## config.mk

```make
export PLATFORM = sky130hd
export DESIGN_NAME = fcmp_pipe
export DESIGN_NICKNAME = d
export VERILOG_FILES = /design/src/rtl/fcmp_pipe.sv
export SDC_FILE = /design/constraint.sdc
export NUM_CORES = 1
export LEC_CHECK = 0
export ABC_AREA = 1
export ABC_CLOCK_PERIOD_IN_PS = 3400
export BUFFER_PORTS_ARGS = -buffer_cell sky130_fd_sc_hd__buf_2
export CELL_PAD_IN_SITES_DETAIL_PLACEMENT = 0
export CELL_PAD_IN_SITES_GLOBAL_PLACEMENT = 1
export CORE_MARGIN = 2
export CORE_UTILIZATION = 33
export CTS_BUF_LIST = sky130_fd_sc_hd__clkbuf_4 sky130_fd_sc_hd__clkbuf_8
export DETAILED_ROUTE_END_ITERATION = 12
export GPL_TIMING_DRIVEN = 0
export HOLD_SLACK_MARGIN = 0.02
export PLACE_DENSITY = 0.95
export SETUP_SLACK_MARGIN = 0.2
export SLEW_MARGIN = 20
export SYNTH_ARGS = -nofsm -noshare
export SYNTH_HDL_FRONTEND = slang
export SYNTH_SLANG_ARGS = --single-unit
```

## constraint.sdc

```tcl
create_clock -name clk -period 3.4 [get_ports clk]
set_clock_uncertainty 0.1 [all_clocks]
set_input_delay 0.68 -clock clk [delete_from_list [all_inputs] [get_ports clk]]
set_output_delay 0.68 -clock clk [all_outputs]
set_load 0.05 [all_outputs]
```

## src/rtl/fcmp_pipe.sv

```systemverilog
// fcmp_pipe: IEEE-754 single-precision compare (feq/flt/fle) with a valid/ready pipeline.
// Latency: 2 cycles from acceptance to out_valid; one request per cycle when out_ready is held high.
// Backpressure: out_ready low freezes S2 and then S1, in_ready drops once both stages hold work.
module fcmp_pipe (
    input  logic        clk,
    input  logic        rstn,
    input  logic        in_valid,
    output logic        in_ready,
    input  logic [1:0]  op,
    input  logic [31:0] x1,
    input  logic [31:0] x2,
    output logic        out_valid,
    input  logic        out_ready,
    output logic [31:0] y,
    output logic        nv
);

    // Operand classification carried from S1 to S2.
    typedef struct packed {
        logic [1:0] op;
        logic       nan;        // either operand is NaN
        logic       snan;       // either operand is signalling NaN
        logic       both_zero;  // +0/-0 in any combination
        logic       bit_eq;     // bitwise identical encodings
        logic       lt;         // x1 < x2 in sign-magnitude order (NaNs ignored)
    } meta_t;

    localparam logic [1:0] OP_FEQ = 2'b00;
    localparam logic [1:0] OP_FLT = 2'b01;
    localparam logic [1:0] OP_FLE = 2'b10;

    logic  s1_valid;
    meta_t s1_meta;
    logic  s2_valid;
    logic  s2_res;
    logic  s2_nv;

    logic  s2_adv;
    logic  nan1, nan2, snan1, snan2, zero1, zero2;
    logic  mag_lt, mag_gt, both_zero, lt_c;
    meta_t meta_c;
    logic  res_c, nv_c;

    // S2 frees up when empty or when its result is being taken; S1 only moves when S2 does.
    assign s2_adv   = !s2_valid || out_ready;
    assign in_ready = rstn && (!s1_valid || s2_adv);

    assign nan1      = (x1[30:23] == 8'hFF) && (x1[22:0] != 23'd0);
    assign nan2      = (x2[30:23] == 8'hFF) && (x2[22:0] != 23'd0);
    assign snan1     = nan1 && !x1[22];
    assign snan2     = nan2 && !x2[22];
    assign zero1     = (x1[30:0] == 31'd0);
    assign zero2     = (x2[30:0] == 31'd0);
    assign both_zero = zero1 && zero2;
    assign mag_lt    = (x1[30:0] < x2[30:0]);
    assign mag_gt    = (x1[30:0] > x2[30:0]);

    // Sign-magnitude ordering: negative below positive unless both are zero; negative magnitudes invert.
    always_comb begin
        lt_c = 1'b0;
        if (x1[31] != x2[31]) begin
            lt_c = x1[31] && !both_zero;
        end else if (x1[31]) begin
            lt_c = mag_gt;
        end else begin
            lt_c = mag_lt;
        end
    end

    // Pack the S1 classification of the incoming request.
    always_comb begin
        meta_c           = '0;
        meta_c.op        = op;
        meta_c.nan       = nan1 || nan2;
        meta_c.snan      = snan1 || snan2;
        meta_c.both_zero = both_zero;
        meta_c.bit_eq    = (x1 == x2);
        meta_c.lt        = lt_c;
    end

    // Resolve the compare result and invalid flag from the S1 classification.
    always_comb begin
        res_c = 1'b0;
        nv_c  = 1'b0;
        case (s1_meta.op)
            OP_FEQ: begin
                res_c = !s1_meta.nan && (s1_meta.bit_eq || s1_meta.both_zero);
                nv_c  = s1_meta.snan;
            end
            OP_FLT: begin
                res_c = !s1_meta.nan && s1_meta.lt;
                nv_c  = s1_meta.nan;
            end
            OP_FLE: begin
                res_c = !s1_meta.nan && (s1_meta.lt || s1_meta.bit_eq || s1_meta.both_zero);
                nv_c  = s1_meta.nan;
            end
            default: begin
                res_c = 1'b0;
                nv_c  = 1'b0;
            end
        endcase
    end

    // Pipeline registers; reset drops all in-flight work and clears the visible result.
    always_ff @(posedge clk) begin
        if (!rstn) begin
            s1_valid <= 1'b0;
            s1_meta  <= '0;
            s2_valid <= 1'b0;
            s2_res   <= 1'b0;
            s2_nv    <= 1'b0;
        end else begin
            if (s2_adv) begin
                s2_valid <= s1_valid;
                if (s1_valid) begin
                    s2_res <= res_c;
                    s2_nv  <= nv_c;
                end
            end
            if (in_ready) begin
                s1_valid <= in_valid;
                if (in_valid) begin
                    s1_meta <= meta_c;
                end
            end
        end
    end

    assign out_valid = s2_valid;
    assign y         = {31'd0, s2_res};
    assign nv        = s2_nv;

endmodule

```

==> flow_summary.toml <==
[worst_setup_path]
critPathKind = "in2out"
crit_required_ns = 2.62
critPathMaxFanout = 2
ff2ff_setup_slack_ns = 2.08
endpoint = "in_ready"
timing.rr.end = "nv"
r2r_cells = 5
cp-start-kind = "primary input"
r2r_start = "s1_meta[5]"
critPathCaptureType = "output port"
arrival_ns = 1.25
critPathLaunch = "out_ready"

[floorplanning]
row_count = 28
die_y_um = 81.01
initial_core_util_pct = 33.65
pin_count = 105
coreArea_um2 = 5816
die_x_um = 81.01
dieArea_um2 = 6562

[clock_network]
path_clk_slew_ns = 0.05
clock_tree.root_cell = "clkbuf_8"
postCtsSetupBuffers = 0
htreeDepth = 1
cts_hold_buf = 0
clock-sinks = 11
cts_resized = 0
cts_tree = "built"
clk_latency_ns = 0.24
cts.path.max_buffers = 2
cts_buffers = 3

[logic_synthesis]
ys_async_sr_fraction_pct = 0
ys_top_cells_by_area = "ha_1 22%, nand2_1 14%, buf_4 12%"
syn_area_um2 = 1957
synth_cell_type_count = 27
yosys_warnings = 0
synth_edf_count = 0
yosysTopAreaCellShare_pct = 22.38
synth.most_common_cell = "nand2_1"
ys.flop_type = "dfxtp_1"
synth-seq-cells = 11
ys_seq_area_share_pct = 11.25
syn_inst = 319
avgSynthCellArea_um2 = 6.134
synth_commonest_cells = "74 x nand2_1, 60 x inv_1, 36 x nor2_1, 35 x ha_1, 32 x buf_4"
yosysTopAreaCell = "ha_1"

[final_layout]
drive_above_1_share_pct = 27.93
fillers = 645
area_growth_pct = 31.71
layout.nets = 532
instances_no_fill = 501
diodes = 0
postLayoutCoreUtil_pct = 44.32

[route]
finalWirelength_um = 4550
vias_per_cell = 4.140
ant_nets = 0
route.met3.wl_um = 365
post_drt_wl_per_cell_um = 9.082
top_layer = "met4"
dr_wl_met2_um = 2214
first_iter_violations = 34
drc_errors = 0
dr.pass1.iters = 4
vias = 2074
wl_met1_um = 1941

[global_route]
grt_pass1_vias = 1886
grt_use_total_pct = 13.94
grt_max_degree = 11
grt_pass1_wl_um = 7438
grt.overflow.total = 0
antenna_found_initial = 0

[placed_design]
dp_hpwl_um = 4213
place.port_buffers = 73
place_congestion = 0.7727
dp_slack_ns = 1.209
dp_cells = 497

[sta]
setup_viol = 0
rsz0062_at_grt = "no"
post-route-period-util_pct = 59.76
setup_slack_ns = 1.368
hold_viol_final = 0
fin_crit_ns = 2.032
timing.fmax_ghz = 0.4921
finalSetupTns_ns = 0
slew_viol_final = 0

[run]
cap_violations = 0

[worst_hold_path]
hold_path.class = "reg2reg"
hold_depth = 2

[power]
ir_worst_vdd_v = 0.0001046
p_leak_nw = 1.589
p_per_area_nw_per_um2 = 224.5

[status]
outcome = "complete, no violations"
worst min path at each step:
stage	to	start
4_1_cts	s2_res	s2_res
3_3_place_gp	s2_res	s2_res
5_1_grt	s1_meta[2]	s1_meta[2]
3_5_place_dp	s2_res	s2_res
6_report	s2_res	s2_res
2_1_floorplan	s2_res	s2_res
cell families (layout without fill, tap and decap cells):
kind of cell,after synthesis,after routing,share of synthesized area [%]
adders and majority gates,35,35,22.38
buffers and inverters,95,172,25.00
other,1,31,0.1916
AOI/OAI and AO/OA,31,31,8.695
DFF,11,11,11.25
and+or+nand+nor,146,146,32.48
through the flow:
stage / total power [mW] / hold slack [ns] / instance area [um2]
6_report: 0.5787 / 0.3660 / 2577
3_3_place_gp: 0.4378 / 0.3540 / 2529
4_1_cts: 0.5846 / 0.3673 / 2577
2_1_floorplan: 0.3648 / 0.3453 / 2069
5_1_grt: 0.6277 / 0.3912 / 2577
3_5_place_dp: 0.4437 / 0.3596 / 2529
area by class of cell:
cell class | instances | area [um2] | share of cell area, %
Multi-Input combinational cell | 243 | 1360 | 52.77
Timing Repair Buffer | 73 | 365.4 | 14.17
Buffer | 33 | 251.5 | 9.757
Inverter | 62 | 237.7 | 9.223
Sequential cell | 11 | 220.2 | 8.544
Tap cell | 75 | 93.84 | 3.641
Clock buffer | 4 | 48.80 | 1.893
placed cells by master (no fill, tap or decap):
cell type | Yosys | layout
nor3b_1 | 2 | 2
nor2b_1 | 1 | 1
nand3b_1 | 1 | 1
a22o_1 | 1 | 1
nor3_2 | 2 | 2
inv_1 | 60 | 60
dfxtp_1 | 11 | 11
buf_2 | 0 | 73
o21ai_0 | 7 | 7
nand4_2 | 1 | 1
inv_2 | 1 | 1
nor2_1 | 36 | 36
ha_1 | 35 | 35
inv_6 | 1 | 1
buf_6 | 1 | 1
a21oi_1 | 16 | 16
o21ai_1 | 3 | 3
buf_4 | 32 | 32
o21ai_2 | 1 | 1
nand2_2 | 1 | 1
a22oi_1 | 1 | 1
nand3_1 | 13 | 13
clkbuf_4 | 0 | 1
conb_1 | 1 | 31
nor2_2 | 2 | 2
nand4_1 | 10 | 10
a21o_1 | 2 | 2
nor3_1 | 3 | 3
nand2_1 | 74 | 74
clkbuf_8 | 0 | 3
sequential cells by signal (all words and copies together), names as in the netlist:
name	count
out_valid	1
s1_valid	1
s2_res	1
nv	1
s1_meta	7
critical path, stage by stage:
cell and delay, ns:
buf_2 0.08, inv_1 0.04, nand3_1 0.08, nand2_1 0.07
inv_2 0.06, buf_2 0.25
report_power, final:
group          internal [mW]  switching, mW  leakage, nW  total (mW)
clock network         0.0901         0.0471       0.0262       0.137
logic                  0.110          0.191         1.47       0.301
registers              0.136        0.00384       0.0904       0.140
per-layer routing:
metal  up-vias  track usage, %
met5         -               0
met4         0           3.729
met3         5           2.000
met2        60           27.19
met1       851           15.56
li1       1158               -
Power figures use the tool's default switching activity.
